--- src/rtl/uart_cmd_framer.sv ---
// uart_cmd_framer: command/response framer between a UART byte interface and a
// command processor. Received bytes are assembled MSB-first into a CMD_BYTES
// command word. An inter-byte timeout discards partial frames. A RESP_BYTES
// response word is sent MSB-first as consecutive UART transmissions.
module uart_cmd_framer #(
  parameter int CMD_BYTES  = 2,
  parameter int RESP_BYTES = 1,
  parameter int TO_CYCLES  = 1000000
) (
  input  logic                    clk,
  input  logic                    rst_n,
  // UART receive side
  input  logic                    rx_rdy,
  input  logic [7:0]              rx_data,
  output logic                    clr_rx_rdy,
  // command side
  output logic [8*CMD_BYTES-1:0]  cmd,
  output logic                    cmd_rdy,
  input  logic                    clr_cmd_rdy,
  output logic                    frame_err,
  output logic                    overrun,
  // response side
  input  logic [8*RESP_BYTES-1:0] resp,
  input  logic                    snd_resp,
  output logic                    resp_busy,
  output logic                    resp_done,
  // UART transmit side
  output logic [7:0]              tx_data,
  output logic                    trmt,
  input  logic                    tx_done
);

  localparam int CMD_W  = 8 * CMD_BYTES;
  localparam int RESP_W = 8 * RESP_BYTES;
  localparam int IDX_W  = (CMD_BYTES  > 1) ? $clog2(CMD_BYTES)  : 1;
  localparam int RCNT_W = (RESP_BYTES > 1) ? $clog2(RESP_BYTES) : 1;

  typedef enum logic       {RX_IDLE, RX_ASSM}          rx_state_t;
  typedef enum logic [1:0] {TX_IDLE, TX_SEND, TX_WAIT} tx_state_t;

  // ---------------------------------------------------------------- RX path
  rx_state_t          rx_state;
  logic [CMD_W-1:0]   rx_shift;
  logic [CMD_W-1:0]   rx_next;
  logic [IDX_W-1:0]   rx_idx;
  logic [31:0]        to_cnt;
  logic               cmd_pend;
  logic               last_byte;
  logic               timeout_hit;

  // The byte is consumed the same cycle it is presented, so the ack is a wire.
  assign clr_rx_rdy  = rx_rdy;
  assign rx_next     = (rx_shift << 8) | CMD_W'(rx_data);
  assign last_byte   = (rx_idx == IDX_W'(CMD_BYTES - 1));
  assign timeout_hit = (TO_CYCLES != 0) && (to_cnt == 32'(TO_CYCLES - 1));

  // Command assembly, timeout and cmd_rdy/overrun handling.
  // cmd_pend remembers an unacknowledged command even after the first byte of
  // the next frame drops cmd_rdy, so an overwrite is still reported as overrun.
  // NOTE: all state registers use non-blocking assignments so every register
  // samples pre-edge values; blocking here would create order-dependent logic.
  always_ff @(posedge clk or negedge rst_n) begin
    if (!rst_n) begin
      rx_state  <= RX_IDLE;
      rx_shift  <= '0;
      rx_idx    <= '0;
      to_cnt    <= '0;
      cmd       <= '0;
      cmd_rdy   <= 1'b0;
      cmd_pend  <= 1'b0;
      frame_err <= 1'b0;
      overrun   <= 1'b0;
    end else begin
      frame_err <= 1'b0;
      overrun   <= 1'b0;
      // Consumer ack first; a completion below in the same cycle overrides it.
      if (clr_cmd_rdy) begin
        cmd_rdy  <= 1'b0;
        cmd_pend <= 1'b0;
      end
      if (rx_rdy) begin
        to_cnt <= '0;
        if (last_byte) begin
          cmd      <= rx_next;
          cmd_rdy  <= 1'b1;
          cmd_pend <= 1'b1;
          overrun  <= cmd_pend;
          rx_shift <= '0;
          rx_idx   <= '0;
          rx_state <= RX_IDLE;
        end else begin
          rx_shift <= rx_next;
          rx_idx   <= rx_idx + IDX_W'(1);
          rx_state <= RX_ASSM;
          if (rx_idx == '0) cmd_rdy <= 1'b0;
        end
      end else if (rx_state == RX_ASSM) begin
        if (timeout_hit) begin
          rx_shift  <= '0;
          rx_idx    <= '0;
          to_cnt    <= '0;
          frame_err <= 1'b1;
          rx_state  <= RX_IDLE;
        end else if (TO_CYCLES != 0) begin
          to_cnt <= to_cnt + 32'd1;
        end
      end
    end
  end

  // ---------------------------------------------------------------- TX path
  tx_state_t           tx_state;
  logic [RESP_W-1:0]   tx_shift;
  logic [RCNT_W-1:0]   tx_left;

  // Response serialiser: latch, strobe each byte, wait for tx_done, repeat.
  always_ff @(posedge clk or negedge rst_n) begin
    if (!rst_n) begin
      tx_state  <= TX_IDLE;
      tx_shift  <= '0;
      tx_left   <= '0;
      resp_busy <= 1'b0;
      resp_done <= 1'b0;
      tx_data   <= '0;
      trmt      <= 1'b0;
    end else begin
      trmt      <= 1'b0;
      resp_done <= 1'b0;
      case (tx_state)
        TX_IDLE: begin
          if (snd_resp) begin
            tx_shift  <= resp;
            tx_left   <= RCNT_W'(RESP_BYTES - 1);
            resp_busy <= 1'b1;
            tx_state  <= TX_SEND;
          end
        end
        TX_SEND: begin
          trmt     <= 1'b1;
          tx_data  <= tx_shift[RESP_W-1 -: 8];
          tx_state <= TX_WAIT;
        end
        TX_WAIT: begin
          if (tx_done) begin
            tx_shift <= tx_shift << 8;
            if (tx_left != '0) begin
              tx_left  <= tx_left - RCNT_W'(1);
              tx_state <= TX_SEND;
            end else begin
              resp_done <= 1'b1;
              resp_busy <= 1'b0;
              tx_state  <= TX_IDLE;
            end
          end
        end
        default: tx_state <= TX_IDLE;
      endcase
    end
  end

endmodule

--- config.mk ---
export PLATFORM = sky130hd
export DESIGN_NAME = uart_cmd_framer
export DESIGN_NICKNAME = d
export VERILOG_FILES = /design/src/rtl/uart_cmd_framer.sv
export SDC_FILE = /design/constraint.sdc
export NUM_CORES = 1
export LEC_CHECK = 0
export CAP_MARGIN = 40
export CORE_MARGIN = 2
export CORE_UTILIZATION = 30
export DETAILED_ROUTE_END_ITERATION = 6
export PLACE_DENSITY_LB_ADDON = 0.2
export SKIP_LAST_GASP = 1
export SLEW_MARGIN = 20
export SYNTH_ARGS = -nofsm -noshare
export SYNTH_HDL_FRONTEND = slang
export SYNTH_SLANG_ARGS = --single-unit
--- constraint.sdc ---
create_clock -name clk -period 2.6 [get_ports clk]
set_input_delay 0.39 -clock clk [delete_from_list [all_inputs] [get_ports clk]]
set_output_delay 0.39 -clock clk [all_outputs]
set_load 0.01 [all_outputs]
==> impl_metrics.ini, run 1 <==
[outcome]
status = finished, final reports clean

[yosys]
synth_largest_area_cell = dfrtp_1
netlist_area_um2 = 3980
syn_area_per_cell_um2 = 10.4
synth_top_area_share_pct = 52.2
ys_ff_latch = 83
syn-instance-count = 384
ys.flop_type = dfrtp_1
synth_area_leaders = dfrtp_1 (52%), mux2_2 (7.1%), nand2_1 (4.7%)
synth-edff-count = 0
synth_nets = 407
yosysWarnings = 0
yosysSeqAreaShare_pct = 52.2
async_reset_ff_share_pct = 100
ys_types = 49

[drt]
via_count = 3128
post_drt_wl_per_cell_um = 15.0
ant_nets = 0
wirelength_um = 9350
dr.pass1.iters = 4
viasPerCell = 5.01
drtIter0Drc = 166
drc = 0

[critical_path]
critPathMaxFanout = 9
rrSetupSlack_ns = 0.42
cp_data_arrival_time_ns = 2.41
critPathLaunchType = flip-flop
required_ns = 2.83
crit_type = reg2reg
end_kind = flip-flop

[pwr]
power_leakage_nw = 2.21
pwr_density_cell_nw_per_um2 = 748
irDropWorstVdd_mv = 0.273

[cells_and_area]
final_cell_mix = dfrtp_1 (83), clkdlybuf4s50_1 (51), nand2_1 (50), nand3_1 (30), mux2_2 (25)
fillCellCount = 1301
fin_util_pct = 38.2
syn_to_final_growth_pct = 25.8
final_common_cell = dfrtp_1
diodes = 0
drive_gt1_share_pct = 15.4
fin_nets = 466
fin_area_um2 = 5000

[grt]
grt_usage_pct = 14.2
grt_pass1_vias = 3163
overflow = 0
antenna_found_initial = 0
grt_pass1_wl_um = 16100
grt_start_max_net_pins = 49

[timing]
maxSlewViolCount = 0
timing.fmax_mhz = 459
period_minus_slack_ns = 2.18
hold_viol = 0
fin_crit_sh_pct = 83.8
clock_skew_ns = 0.00719
grt_setup_unrepaired = no
setup_violations = 0
fin_setup_tns_ns = 0
max-slew-margin-rel_pct = 44.9
worst_slew_pin_slew_ns = 0.822

[floorplan]
coreArea_um2 = 13100
die_w_um = 119
start_util_pct = 30.4
rows = 42
die_h_um = 119
io_pins = 53
die_area_um2 = 14200

[min_path]
min_path_type = in2async

[placement]
dp_hpwl_um = 6350
io_buffers = 52
place_area_um2 = 4730
finalWeightedCongestion = 0.788

[cts]
cts_tree = built
clk_pin_slew_ns = 0.07
cts_root_buf = clkbuf_16
cts_made_buffers = 9
cts.path.max_buffers = 2
clock_latency_ns = 0.34
h-tree-depth = 3
postCtsResizedCells = 0
cts_setup_buffers = 0
clock_sinks = 83
cts_hold_buffers = 0

[run]
cap_violations = 0
==> cell type report <==
type,count,area [um^2],share of cell area (%)
Inverter,9,33.8,0.675
Multi-Input combinational cell,273,1760,35.2
Tap cell,176,220,4.40
Clock inverter,6,40.0,0.800
Timing Repair Buffer,67,643,12.9
Sequential cell,83,2080,41.5
Clock buffer,10,229,4.58
==> where the power goes <==
part           switching, W  leakage [nW]  internal, W
Sequential         0.000151          1.09      0.00153
Combinational      0.000362         0.992     0.000510
Clock              0.000544         0.133     0.000649
==> synth_stat cells (all sizes together), types with 3 or more instances <==
cell	n
dfrtp	83
nand2	50
nand3	30
mux2	25
nor2	22
nand4	18
nor3	15
a21oi	12
nor2b	12
clkbuf	11
or3	10
a22o	9
inv	9
o21ai	9
buf	8
nor4	8
and3	7
a221o	6
a211o	5
a31oi	5
and4	4
nor3b	3
==> through the flow <==
stage	total power, W	worst slack (ns)	std cells	hold WS, ns
4_1_cts	0.00380	0.371	624	0.0239
6_report	0.00374	0.421	624	0.00248
3_3_place_gp	0.00257	0.371	608	0.396
2_1_floorplan	0.00211	0.715	384	0.0944
3_5_place_dp	0.00259	0.366	608	0.394
5_1_grt	0.00396	0.170	624	0.0372
==> per-layer routing <==
metal  global-route usage, %  share of wire [%]  routed length, um  up-vias
met2                    21.8                 47               4400       64
met4                    5.95                1.3                118        0
met3                    3.11                3.5                324        7
met1                    19.4                 48               4510     1536
met5                       0                  0                  0        -
li1                        -                  -                  -     1521
==> flip-flops by register name, summed over array words and instances, names as in the netlist <==
name and cells:
cmd 16, cmd_pend 1, cmd_rdy 1, frame_err 1, last_byte 1, overrun 1
resp_busy 1, resp_done 1, rx_shift 8, rx_state 1, to_cnt 32, trmt 1
tx_data 8, tx_shift 8, tx_state 2
==> logic make-up after synthesis <==
family / synth area share (%)
AND/OR/NAND/NOR: 26.6
multiplexers: 7.33
AO/OA/AOI/OAI: 9.59
adder cells (fa/ha/maj): 0.314
flip-flops: 52.2
XOR/XNOR: 0.440
buffers and inverters: 3.55
==> path summary, 6_finish.rpt <==
| check | end | cells after the start | from |
|---|---|---|---|
| setup / recovery | rx_shift[0] | 5 | to_cnt[23] |
| hold / removal | to_cnt[24] | 1 | rst_n |
| setup reg to reg | rx_shift[0] | 5 | to_cnt[23] |
| hold reg to reg | tx_shift[7] | 2 | tx_shift[7] |
| max in group asynchronous | cmd[12] | 2 | rst_n |
| min in group clk | tx_shift[7] | 2 | tx_shift[7] |
==> critical path: stages, from the launching register on <==
cell and delay (ns):
dfrtp_1 0.45, nor4_1 0.37, nand2_1 0.10, nor4_1 0.46, a31oi_1 0.40, a22o_1 0.28
Power figures use the tool's default switching activity.
==> inputs of run 2 (changes only) <==
- clock period: 2.6 -> 2.03 ns (I/O delays scaled with it)
==> impl_metrics.ini, run 2 (synthesis gave the netlist of run 1 again) <==
[outcome]
status = finished, final reports clean

[timing]
fin_crit_sh_pct = 94.6
setup_ws_ns = 0.110
clock_skew_ns = 0.00842
fin_setup_tns_ns = 0
max-slew-margin-rel_pct = 52.1
setup_violations = 0
maxSlewViolCount = 0
grt_setup_unrepaired = yes
timing.fmax_mhz = 521
hold_viol = 0
period_minus_slack_ns = 1.92
worst_slew_pin_slew_ns = 0.717

[pwr]
p_total_w = 0.00519
power_leakage_nw = 2.47
pwr_density_cell_nw_per_um2 = 955
irDropWorstVdd_mv = 0.644

[floorplan]
coreArea_um2 = 13100
io_pins = 53
start_util_pct = 30.4
die_h_um = 119
rows = 42
die_area_um2 = 14200
die_w_um = 119

[drt]
viasPerCell = 4.99
drc = 0
post_drt_wl_per_cell_um = 14.7
drtIter0Drc = 194
via_count = 3296
ant_nets = 0
dr.pass1.iters = 5
wirelength_um = 9690

[cells_and_area]
largest_reg_flops = 32
reg_top3 = to_cnt x32, cmd x16
diodes = 0
fillCellCount = 1244
drive_gt1_share_pct = 23.1
final_common_cell = dfrtp_1
syn_to_final_growth_pct = 36.5
largest_register = to_cnt
multi_input_area_um2 = 1790
fin_nets = 502
regArea_um2 = 2080
final_cell_mix = dfrtp_1 (80), clkdlybuf4s50_1 (51), nand2_1 (50), buf_4 (46), nand3_1 (29)

[cts]
h-tree-depth = 3
cts.path.max_buffers = 2
cts_made_buffers = 9
clock_latency_ns = 0.34
cts_tree = built
cts_root_buf = clkbuf_16
clock_sinks = 83
clk_pin_slew_ns = 0.06

[grt]
antenna_found_initial = 0
grt_pass1_vias = 3234
grt_pass1_wl_um = 16400
overflow = 0
grt_start_max_net_pins = 51
grt_usage_pct = 14.6

[placement]
dp_hpwl_um = 6680
finalWeightedCongestion = 0.815
pre_cts_slack_ns = 0.0317
io_buffers = 52

[critical_path]
crit_type = reg2reg
end_kind = flip-flop
reg2reg_from = to_cnt[12]
required_ns = 2.25
cp-startpoint = to_cnt[12]
critPathMaxFanout = 4
critPathLaunchType = flip-flop
cp_data_arrival_time_ns = 2.14

[min_path]
min_path_type = in2async

[run]
cap_violations = 0
run 2: final cells by class:
| type | instances | area share [%] |
|---|---|---|
| clock buffers | 10 | 4.40 |
| clock inverters | 6 | 2.07 |
| inverters | 9 | 0.622 |
| flip-flops and latches | 83 | 38.3 |
| well taps | 176 | 4.05 |
| multi-input cells | 273 | 32.9 |
| repair buffers | 103 | 17.6 |
run 2: worst paths after layout:
check                      cells past startpoint  slack, ns    endpoint
max reg2reg                                    7       0.11  to_cnt[14]
min reg2reg                                    2       0.48     cmd_rdy
min                                            2       0.46   frame_err
min in group clk                               2       0.48     cmd_rdy
max in group asynchronous                      3       0.93   to_cnt[2]
max                                            7       0.11  to_cnt[14]
run 2: repair_timing:
item | CTS | global route
hold buffers | 1 | 0
setup endpoints to repair | 0 | 25
buffers inserted | 0 | 4
endpoints found under the hold margin | 33 | 0
resized for setup | 0 | 9
run 2: worst max-delay path, stage by stage, from the launching register on:
cell	delay, ns
dfrtp_1	0.41
nor4_1	0.07
buf_4	0.14
and4_1	0.20
nand4bb_2	0.13
buf_4	0.15
or4b_2	0.58
o311ai_0	0.13
run 2: power breakdown:
part | switching, W | internal (W) | total, W
sequential | 0.000189 | 0.00196 | 0.00215
combinational | 0.000471 | 0.000678 | 0.00115
clock | 0.000657 | 0.00124 | 0.00189
run 2: metrics by stage:
step	std cells	hold slack (ns)	instance area [um^2]	util [%]
floorplan	384	0.00891	3980	-
global route	660	0.517	5430	41.5
global placement	639	0.289	5000	38.2
finish	660	0.457	5430	41.5
CTS	656	0.477	5370	41.0
detailed placement	639	0.294	5000	38.2
run 2: routing by layer:
metal  up-vias  GRT usage (%)  routed length (um)
li1       1589              -                   -
met1      1620           19.9                4700
met2        79           22.5                4450
met3         8           3.78                 428
met4         0           4.76                 107
met5         -              0                   0
==> inputs of run 3 (changes only) <==
- CORE_UTILIZATION: 30 -> 55
==> impl_metrics.ini, run 3 (synthesis gave the netlist of run 1 again) <==
[floorplan]
die_w_um = 89.1
die_area_um2 = 7930
coreArea_um2 = 7140
start_util_pct = 55.8
io_pins = 53
rows = 31
die_h_um = 89.1

[placement]
io_buffers = 52
finalWeightedCongestion = 0.998
dp_hpwl_um = 6250
dp.cells = 554
pre_cts_slack_ns = -0.0254

[cells_and_area]
reg_top3 = to_cnt x32, cmd x16
fin_nets = 491
fillCellCount = 558
diodes = 0
largest_reg_flops = 32
syn_to_final_growth_pct = 28.0
fin_util_pct = 71.3
fin_cells = 572
largest_register = to_cnt
final_cell_mix = dfrtp_1 (78), clkdlybuf4s50_1 (51), nand2_1 (49), buf_4 (39), nand3_1 (30)
final_common_cell = dfrtp_1
drive_gt1_share_pct = 22.0

[cts]
clock_sinks = 83
cts.path.max_buffers = 2
cts_tree = built
h-tree-depth = 3
cts_made_buffers = 9
cts_root_buf = clkbuf_8
clock_latency_ns = 0.36
clk_pin_slew_ns = 0.09

[timing]
clock_skew_ns = 0.00900
setup_violations = 0
grt_setup_unrepaired = yes
hold_viol = 0
setup_ws_ns = 0.105
timing.fmax_mhz = 519
period_minus_slack_ns = 1.93
maxSlewViolCount = 0
holdWs_ns = 0.441
fin_crit_sh_pct = 94.8
max-slew-margin-rel_pct = 54.3
worst_slew_pin_slew_ns = 0.684

[critical_path]
required_ns = 2.27
end_kind = flip-flop
critPathLaunchType = flip-flop
crit_type = reg2reg
critPathMaxFanout = 8
cp_data_arrival_time_ns = 2.17

[run]
cap_violations = 0

[drt]
drc = 0
wirelength_um = 8880
ant_nets = 0
dr.pass1.iters = 4
post_drt_wl_per_cell_um = 15.5
viasPerCell = 5.86
drtIter0Drc = 279
via_count = 3350

[grt]
grt_usage_pct = 24.0
overflow = 0
grt_start_max_net_pins = 48
grt_pass1_wl_um = 14700
grt_pass1_vias = 3170
antenna_found_initial = 0

[pwr]
irDropWorstVdd_mv = 0.751
p_total_w = 0.00466
pwr_density_cell_nw_per_um2 = 915
power_leakage_nw = 2.33

[outcome]
status = finished, final reports clean

[min_path]
min_path_type = in2async
## run 3: cell types whose count changed in the layout (fill, tap and decap cells not counted), sizes merged
cell	change
inv	+2
clkinvlp	+1
buf	-11
bufinv	-1
clkinv	-2
## run 3: power breakdown
group	switching (W)	leakage (nW)	internal (W)
Combinational	0.000471	1.14	0.000666
Sequential	0.000197	1.08	0.00195
Clock	0.000631	0.115	0.000741
## run 3: through the flow
| stage | TNS (ns) | instance area [um^2] |
|---|---|---|
| 2_1_floorplan | 0 | 3980 |
| 3_3_place_gp | 0 | 4810 |
| 3_5_place_dp | -0.100 | 4810 |
| 4_1_cts | 0 | 5060 |
| 5_1_grt | -0.00626 | 5090 |
| 6_report | 0 | 5090 |
## run 3: final timing paths
kind | startpoint | to | slack (ns) | depth (start not counted)
min in group clk | cmd_rdy | cmd_rdy | 0.49 | 2
max in group asynchronous | rst_n | to_cnt[5] | 0.97 | 3
hold reg to reg | cmd_rdy | cmd_rdy | 0.49 | 2
setup reg to reg | to_cnt[4] | to_cnt[24] | 0.10 | 5
hold / removal | rst_n | to_cnt[17] | 0.44 | 2
setup / recovery | to_cnt[4] | to_cnt[24] | 0.10 | 5
## run 3: layer usage
metal	global-route usage, %	share of wire [%]
met5	0	0
met4	9.77	1.6
met2	38.1	49
met3	4.16	4.9
met1	33.1	45
## run 3: layout make-up
type / instances / area (um^2) / area share, %
Sequential cell: 83 / 2080 / 40.9
Clock inverter: 6 / 96.3 / 1.89
Tap cell: 99 / 124 / 2.43
Clock buffer: 10 / 138 / 2.70
Multi-Input combinational cell: 273 / 1780 / 35.0
Inverter: 9 / 33.8 / 0.664
Timing Repair Buffer: 92 / 833 / 16.4
## run 3: worst max-delay path: stages, from the launching register on
cell and delay (ns):
dfrtp_1 0.45, nand4_4 0.22, nor4_4 0.50, nand2_1 0.16
and3_1 0.22, a211o_1 0.26
## run 3: repair_timing
action / CTS / global route
setup buffers: 0 / 1
hold buffers: 1 / 0
endpoints found under the setup margin: 7 / 12
pin swaps: 0 / 1
resized for setup: 1 / 9
endpoints found under the hold margin: 36 / 0
